[src/rtl/obi_rr_arbiter_if.sv]
// Bundle of the OBI signals around the N-to-1 arbiter.
// m_* is the bank of master-side ports, s_* is the single shared slave port.
interface obi_rr_arbiter_if #(
   parameter int NUM_MASTERS = 3,
   parameter int ADDR_W      = 32,
   parameter int DATA_W      = 32
) ();

   logic [NUM_MASTERS-1:0]                m_req;
   logic [NUM_MASTERS-1:0][ADDR_W-1:0]    m_addr;
   logic [NUM_MASTERS-1:0]                m_we;
   logic [NUM_MASTERS-1:0][DATA_W/8-1:0]  m_be;
   logic [NUM_MASTERS-1:0][DATA_W-1:0]    m_wdata;
   logic [NUM_MASTERS-1:0]                m_gnt;
   logic [NUM_MASTERS-1:0]                m_rvalid;
   logic [NUM_MASTERS-1:0][DATA_W-1:0]    m_rdata;

   logic                                  s_req;
   logic [ADDR_W-1:0]                     s_addr;
   logic                                  s_we;
   logic [DATA_W/8-1:0]                   s_be;
   logic [DATA_W-1:0]                     s_wdata;
   logic                                  s_gnt;
   logic                                  s_rvalid;
   logic [DATA_W-1:0]                     s_rdata;

   // Requesting masters: drive address phase, receive gnt/response.
   modport master (
      output m_req, m_addr, m_we, m_be, m_wdata,
      input  m_gnt, m_rvalid, m_rdata
   );

   // Shared slave: receives the arbitrated request, returns gnt/response.
   modport slave (
      input  s_req, s_addr, s_we, s_be, s_wdata,
      output s_gnt, s_rvalid, s_rdata
   );

   // Arbiter view: sits between the masters and the shared slave.
   modport arb (
      input  m_req, m_addr, m_we, m_be, m_wdata,
      output m_gnt, m_rvalid, m_rdata,
      output s_req, s_addr, s_we, s_be, s_wdata,
      input  s_gnt, s_rvalid, s_rdata
   );

endinterface

[src/rtl/obi_rr_arbiter.sv]
// Round-robin N-to-1 OBI arbiter with address-phase lock and an index FIFO
// that steers in-order responses back to the master that was granted.
module obi_rr_arbiter #(
   parameter int NUM_MASTERS     = 3,
   parameter int MAX_OUTSTANDING = 2,
   parameter int ADDR_W          = 32,
   parameter int DATA_W          = 32,
   localparam int IDX_W = $clog2(NUM_MASTERS),
   localparam int CNT_W = $clog2(MAX_OUTSTANDING + 1),
   localparam int PTR_W = (MAX_OUTSTANDING > 1) ? $clog2(MAX_OUTSTANDING) : 1
) (
   input  logic               clk_i,
   input  logic               rst_ni,
   obi_rr_arbiter_if.arb      bus,
   output logic [CNT_W-1:0]   outstanding_o,
   output logic               err_unexpected_rvalid_o
);

   logic [IDX_W-1:0]                       rr_ptr_q, rr_ptr_d;
   logic                                   lock_valid_q, lock_valid_d;
   logic [IDX_W-1:0]                       lock_idx_q, lock_idx_d;
   logic [MAX_OUTSTANDING-1:0][IDX_W-1:0]  fifo_q, fifo_d;
   logic [PTR_W-1:0]                       wr_ptr_q, wr_ptr_d;
   logic [PTR_W-1:0]                       rd_ptr_q, rd_ptr_d;
   logic [CNT_W-1:0]                       count_q, count_d;
   logic                                   err_q, err_d;

   logic [IDX_W:0]   cand;
   logic             found;
   logic [IDX_W-1:0] pick;
   logic [IDX_W-1:0] sel;
   logic [IDX_W-1:0] head;
   logic             full;
   logic             pop;
   logic             push;
   logic             req_out;

   // Pick the first requester at or after rr_ptr; a pending lock overrides.
   always_comb begin
      found = 1'b0;
      pick  = rr_ptr_q;
      cand  = '0;
      for (int i = 0; i < NUM_MASTERS; i++) begin
         cand = {1'b0, rr_ptr_q} + (IDX_W+1)'(i);
         if (cand >= (IDX_W+1)'(NUM_MASTERS)) cand = cand - (IDX_W+1)'(NUM_MASTERS);
         if (!found && bus.m_req[cand[IDX_W-1:0]]) begin
            found = 1'b1;
            pick  = cand[IDX_W-1:0];
         end
      end
      sel = lock_valid_q ? lock_idx_q : pick;
   end

   // Handshake qualifiers; a pop at full frees a slot for a same-cycle push.
   always_comb begin
      head    = fifo_q[rd_ptr_q];
      full    = (count_q == CNT_W'(MAX_OUTSTANDING));
      pop     = rst_ni & bus.s_rvalid & (count_q != '0);
      req_out = rst_ni & bus.m_req[sel] & ~(full & ~pop);
      push    = req_out & bus.s_gnt;
   end

   // Forward the selected address phase and route gnt / response.
   always_comb begin
      bus.s_req    = req_out;
      bus.s_addr   = req_out ? bus.m_addr[sel]  : '0;
      bus.s_we     = req_out ? bus.m_we[sel]    : 1'b0;
      bus.s_be     = req_out ? bus.m_be[sel]    : '0;
      bus.s_wdata  = req_out ? bus.m_wdata[sel] : '0;
      bus.m_gnt    = '0;
      bus.m_rvalid = '0;
      bus.m_rdata  = '0;
      if (push) bus.m_gnt[sel] = 1'b1;
      if (pop) begin
         bus.m_rvalid[head] = 1'b1;
         bus.m_rdata[head]  = bus.s_rdata;
      end
   end

   // Next-state: FIFO push/pop, round-robin advance, lock capture, error flag.
   always_comb begin
      rr_ptr_d     = rr_ptr_q;
      lock_valid_d = lock_valid_q;
      lock_idx_d   = lock_idx_q;
      fifo_d       = fifo_q;
      wr_ptr_d     = wr_ptr_q;
      rd_ptr_d     = rd_ptr_q;
      if (push) begin
         fifo_d[wr_ptr_q] = sel;
         wr_ptr_d     = (wr_ptr_q == PTR_W'(MAX_OUTSTANDING-1)) ? '0 : wr_ptr_q + PTR_W'(1);
         rr_ptr_d     = (sel == IDX_W'(NUM_MASTERS-1)) ? '0 : sel + IDX_W'(1);
         lock_valid_d = 1'b0;
      end else if (req_out) begin
         lock_valid_d = 1'b1;
         lock_idx_d   = sel;
      end
      if (pop) begin
         rd_ptr_d = (rd_ptr_q == PTR_W'(MAX_OUTSTANDING-1)) ? '0 : rd_ptr_q + PTR_W'(1);
      end
      count_d = count_q + CNT_W'(push) - CNT_W'(pop);
      err_d   = err_q | (rst_ni & bus.s_rvalid & (count_q == '0));
   end

   // State registers with synchronous active-low reset.
   always_ff @(posedge clk_i) begin
      if (!rst_ni) begin
         rr_ptr_q     <= '0;
         lock_valid_q <= 1'b0;
         lock_idx_q   <= '0;
         fifo_q       <= '0;
         wr_ptr_q     <= '0;
         rd_ptr_q     <= '0;
         count_q      <= '0;
         err_q        <= 1'b0;
      end else begin
         rr_ptr_q     <= rr_ptr_d;
         lock_valid_q <= lock_valid_d;
         lock_idx_q   <= lock_idx_d;
         fifo_q       <= fifo_d;
         wr_ptr_q     <= wr_ptr_d;
         rd_ptr_q     <= rd_ptr_d;
         count_q      <= count_d;
         err_q        <= err_d;
      end
   end

   assign outstanding_o           = count_q;
   assign err_unexpected_rvalid_o = err_q;

endmodule
[src/flat_wrapper.sv]
// flat-port wrapper written by rule: the top's interface ports become plain ports
module obi_rr_arbiter_flat 
#(
   parameter int NUM_MASTERS     = 3,
   parameter int MAX_OUTSTANDING = 2,
   parameter int ADDR_W          = 32,
   parameter int DATA_W          = 32,
   localparam int IDX_W = $clog2(NUM_MASTERS),
   localparam int CNT_W = $clog2(MAX_OUTSTANDING + 1),
   localparam int PTR_W = (MAX_OUTSTANDING > 1) ? $clog2(MAX_OUTSTANDING) : 1
)
  (clk_i, rst_ni, outstanding_o, err_unexpected_rvalid_o, bus_m_req, bus_m_addr, bus_m_we, bus_m_be, bus_m_wdata, bus_m_gnt, bus_m_rvalid, bus_m_rdata, bus_s_req, bus_s_addr, bus_s_we, bus_s_be, bus_s_wdata, bus_s_gnt, bus_s_rvalid, bus_s_rdata);
  obi_rr_arbiter_if #(.NUM_MASTERS(NUM_MASTERS), .ADDR_W(ADDR_W), .DATA_W(DATA_W)) bus_i ();
  input  logic clk_i;
  input  logic rst_ni;
  output logic [CNT_W-1:0] outstanding_o;
  output logic err_unexpected_rvalid_o;
  input wire logic [$bits(bus_i.m_req)-1:0] bus_m_req;
  input wire logic [$bits(bus_i.m_addr)-1:0] bus_m_addr;
  input wire logic [$bits(bus_i.m_we)-1:0] bus_m_we;
  input wire logic [$bits(bus_i.m_be)-1:0] bus_m_be;
  input wire logic [$bits(bus_i.m_wdata)-1:0] bus_m_wdata;
  output wire logic [$bits(bus_i.m_gnt)-1:0] bus_m_gnt;
  output wire logic [$bits(bus_i.m_rvalid)-1:0] bus_m_rvalid;
  output wire logic [$bits(bus_i.m_rdata)-1:0] bus_m_rdata;
  output wire logic [$bits(bus_i.s_req)-1:0] bus_s_req;
  output wire logic [$bits(bus_i.s_addr)-1:0] bus_s_addr;
  output wire logic [$bits(bus_i.s_we)-1:0] bus_s_we;
  output wire logic [$bits(bus_i.s_be)-1:0] bus_s_be;
  output wire logic [$bits(bus_i.s_wdata)-1:0] bus_s_wdata;
  input wire logic [$bits(bus_i.s_gnt)-1:0] bus_s_gnt;
  input wire logic [$bits(bus_i.s_rvalid)-1:0] bus_s_rvalid;
  input wire logic [$bits(bus_i.s_rdata)-1:0] bus_s_rdata;
  assign bus_i.m_req = bus_m_req;
  assign bus_i.m_addr = bus_m_addr;
  assign bus_i.m_we = bus_m_we;
  assign bus_i.m_be = bus_m_be;
  assign bus_i.m_wdata = bus_m_wdata;
  assign bus_m_gnt = bus_i.m_gnt;
  assign bus_m_rvalid = bus_i.m_rvalid;
  assign bus_m_rdata = bus_i.m_rdata;
  assign bus_s_req = bus_i.s_req;
  assign bus_s_addr = bus_i.s_addr;
  assign bus_s_we = bus_i.s_we;
  assign bus_s_be = bus_i.s_be;
  assign bus_s_wdata = bus_i.s_wdata;
  assign bus_i.s_gnt = bus_s_gnt;
  assign bus_i.s_rvalid = bus_s_rvalid;
  assign bus_i.s_rdata = bus_s_rdata;
  obi_rr_arbiter #(.NUM_MASTERS(NUM_MASTERS), .MAX_OUTSTANDING(MAX_OUTSTANDING), .ADDR_W(ADDR_W), .DATA_W(DATA_W)) u_core (.clk_i(clk_i), .rst_ni(rst_ni), .bus(bus_i), .outstanding_o(outstanding_o), .err_unexpected_rvalid_o(err_unexpected_rvalid_o));
endmodule
[config.mk]
export PLATFORM = sky130hd
export DESIGN_NAME = obi_rr_arbiter_flat
export DESIGN_NICKNAME = d
export VERILOG_FILES = /design/src/rtl/obi_rr_arbiter_if.sv /design/src/rtl/obi_rr_arbiter.sv /design/src/flat_wrapper.sv
export SDC_FILE = /design/constraint.sdc
export NUM_CORES = 1
export LEC_CHECK = 0
export CORE_AREA = 2 2 163 165
export DETAILED_ROUTE_END_ITERATION = 7
export DIE_AREA = 0 0 165 167
export GPL_ROUTABILITY_DRIVEN = 0
export SLEW_MARGIN = 30
export SYNTH_ARGS = -nofsm -noshare
export SYNTH_HDL_FRONTEND = slang
export SYNTH_SLANG_ARGS = --single-unit
[constraint.sdc]
create_clock -name clk_i -period 3.5 [get_ports clk_i]
set_input_delay 0.7 -clock clk_i [delete_from_list [all_inputs] [get_ports clk_i]]
set_output_delay 0.7 -clock clk_i [all_outputs]
set_load 0.01 [all_outputs]
==> reports/metrics.cfg <==
[run_status]
status = complete, but fails checks
violations = negative setup slack

[detailed_routing]
antenna_left = 0
drtIter0Drc = 189
wl_met2_um = 13800
via_per_inst = 4.21
routedWlPerCell_um = 19.1
wl_met1_um = 10300
drc = 0
highest_layer = met4
detail_route.wirelength_um = 27000
wl_met3_um = 2310
vias = 5952
drt_pre_antenna_iters = 5

[worst_setup_path]
cp_slowest_cell = a221oi_4
startpoint_type = flop
max_stage_delay_ns = 0.34
r2r_slack_ns = 0.48
worstPathMaxFanout = 5
timing.rr.start = u_core.rr_ptr_q[1]
critPathKind = reg -> out
r2r_end = u_core.rr_ptr_q[0]
required_ns = 2.80
crit_chain = buf_6, ha_4, inv_4, buf_6, and4_4, nor4_4, buf_4, a41oi_4, a221oi_4, a31oi_4, or2_4, buf_12, clkbuf_16, nor2_4, buf_6
reg2reg_depth = 15
worst_ep_arrival_time_ns = 3.14
cp-end-kind = primary output
crit_top_cell = buf_6

[placement]
port_buffers = 420
preCtsSetupSlack_ns = -1.13
placed_cells = 1369
post_dp_cell_area_um2 = 9360
dp_hpwl_um = 20200

[synth]
synth_xor_area_share_pct = 0.868
synth_edf_count = 0
synth.area.mux_share_pct = 18.1
synth_top_family_by_area = simple AND/OR/NAND/NOR gates
ys.flop_type = dfxtp_1
synthCells = 555
synth_seq_cells = 14
synth_nets = 806
ys_types = 55
synth-compound-area-share_pct = 16.9
seq_area_frac_synth_pct = 6.94
syn_area_um2 = 4040
syn_area_per_cell_um2 = 7.27
synthArstFlopShare_pct = 0
synthSimpleGateAreaFrac_pct = 46.6
yosysWarnings = 0
synthAdderAreaFrac_pct = 1.55

[grt]
grt_usage_pct = 18.1
antenna_found_initial = 2
overflow = 0
grt_pass1_vias = 6440
grt_pass1_wl_um = 37900
grt_max_degree = 34

[power]
p_leak_nw = 4.29
clkPwrFrac_pct = 5.1
pwr-share-seq_pct = 4.8
p_int_mw = 2.38
switching_share_pct = 43.5
p_switching_mw = 1.84
irDropWorstVdd_mv = 0.177
combPwrFrac_pct = 90.1
powerDensity_nw_per_um2 = 385

[timing]
setup_viol = 70
tns_ns = -19.50
finClkSkew_ns = 0.00470
post-route-period-util_pct = 110
hold_slack_ns = 0.477
max_freq_mhz = 261
min_period_ns = 3.84
hold_viol_final = 0
relSlewSlack_pct = 69.4
drv_slew = 0
worst_slack_ns = -0.338
rsz0062_at_grt = true
tightest_slew_ns = 0.456

[worst_hold_path]
hold_end = u_core.err_unexpected_rvalid_o
min-delay-path-class = reg -> reg
worst_hold_startpoint = u_core.err_unexpected_rvalid_o
whs_path_depth = 2

[finish]
fin_nets = 1329
multi_input_area_um2 = 4020
final_common_cell = clkdlybuf4s50_1
layout.filler_cells = 2498
regArea_um2 = 285
design_area_um2 = 10900
area_growth_pct = 171
layout-drive-gt1-share_pct = 36.7
final_cell_mix = clkdlybuf4s50_1 (344), and2_1 (100), buf_6 (91)
stdcell_count = 1413

[die]
initial_core_util_pct = 15.7
top_level_ports = 421
dieHeight_um = 167
dieArea_um2 = 27600
dieWidth_um = 165
rows = 59
coreArea_um2 = 25800

[clock_network]
cts_root_buffer = clkbuf_16
clock_latency_ns = 0.24
cts_tree = yes
htreeDepth = 1
path_clk_slew_ns = 0.04
cts_buffer_depth = 2
cts.sinks = 14
cts_inserted_buffers = 3
cts_hold_buffers = 0

[job]
maxCapViolations = 0

Yosys cell counts, drive strengths merged (4+ instances only):
cell type  instances  share of area [%]
a21oi             78                9.7
nand2             14                1.3
o21ai              4               0.50
dfxtp             14                6.9
buf               28                6.0
and2             101                 16
inv               14                1.3
nor2             157                 26
ha                 5                1.5
clkbuf            18                1.7
mux2i             73                 18
metrics by stage:
step / util [%] / power, mW
floorplan: - / 1.65
global placement: 36.3 / 3.11
detailed placement: 36.3 / 3.12
CTS: 41.2 / 4.07
global route: 42.5 / 4.46
finish: 42.5 / 4.22
worst max-delay path, delay by kind of cell, from the launching register on:
| family | cells | cell delay, ns |
|---|---|---|
| buffers and inverters | 7 | 0.91 |
| flip-flops | 1 | 0.32 |
| AND/OR/NAND/NOR | 4 | 0.86 |
| adder cells (fa/ha/maj) | 1 | 0.30 |
| AO/OA/AOI/OAI | 3 | 0.51 |
power groups by stage:
stage | combinational [mW] | sequential (mW) | clock (mW)
6_report | 3.80 | 0.205 | 0.213
4_1_cts | 3.65 | 0.204 | 0.217
5_1_grt | 4.03 | 0.208 | 0.225
2_1_floorplan | 1.45 | 0.202 | 0
3_5_place_dp | 2.91 | 0.205 | 0
3_3_place_gp | 2.90 | 0.204 | 0
cell type report:
cell class	instances	share of cell area (%)
repair buffers	564	55.6
multi-input cells	481	36.7
diodes	2	0.0457
inverters	14	0.549
well taps	335	3.83
clock buffers	3	0.686
flip-flops and latches	14	2.61
how the worst max path moves through the flow:
stage	slack [ns]	end	cells after the start	from
2_1_floorplan	0.04	bus_s_addr[22]	11	bus_m_req[2]
3_3_place_gp	-1.17	bus_s_addr[22]	14	bus_m_req[2]
5_1_grt	-0.41	bus_s_addr[19]	15	u_core.rr_ptr_q[1]
4_1_cts	-0.21	bus_s_addr[6]	17	u_core.rr_ptr_q[1]
3_5_place_dp	-1.13	bus_s_addr[22]	14	bus_m_req[2]
6_report	-0.34	bus_s_be[3]	15	u_core.rr_ptr_q[1]
what timing repair did:
| item | CTS | global route |
|---|---|---|
| resized for setup | 489 | 68 |
| pin swaps | 61 | 39 |
| buffers inserted | 34 | 12 |
| endpoints found under the setup margin | 73 | 80 |
| cloned | 13 | 2 |
layer usage:
metal,up-vias,GRT usage (%)
li1,2910,-
met1,2717,20.2
met2,297,34.5
met3,28,4.21
met4,0,3.82
met5,-,0
sequential cells by signal, indices dropped and copies added, names as in the netlist:
name / flops
u_core.outstanding_o: 2
u_core.rr_ptr_q: 2
u_core.fifo_q: 4
u_core.lock_valid_q: 1
u_core.err_unexpected_rvalid_o: 1
u_core.wr_ptr_q: 1
u_core.rd_ptr_q: 1
u_core.lock_idx_q: 2
cell families after synthesis:
| family | Yosys count |
|---|---|
| AOI/OAI and AO/OA | 110 |
| xor gates and xnor gates | 4 |
| adders and majority gates | 5 |
| buffers and inverters | 60 |
| DFF | 14 |
| muxes | 73 |
| and+or+nand+nor | 289 |
Note: power is estimated with default switching activity, not from simulation.
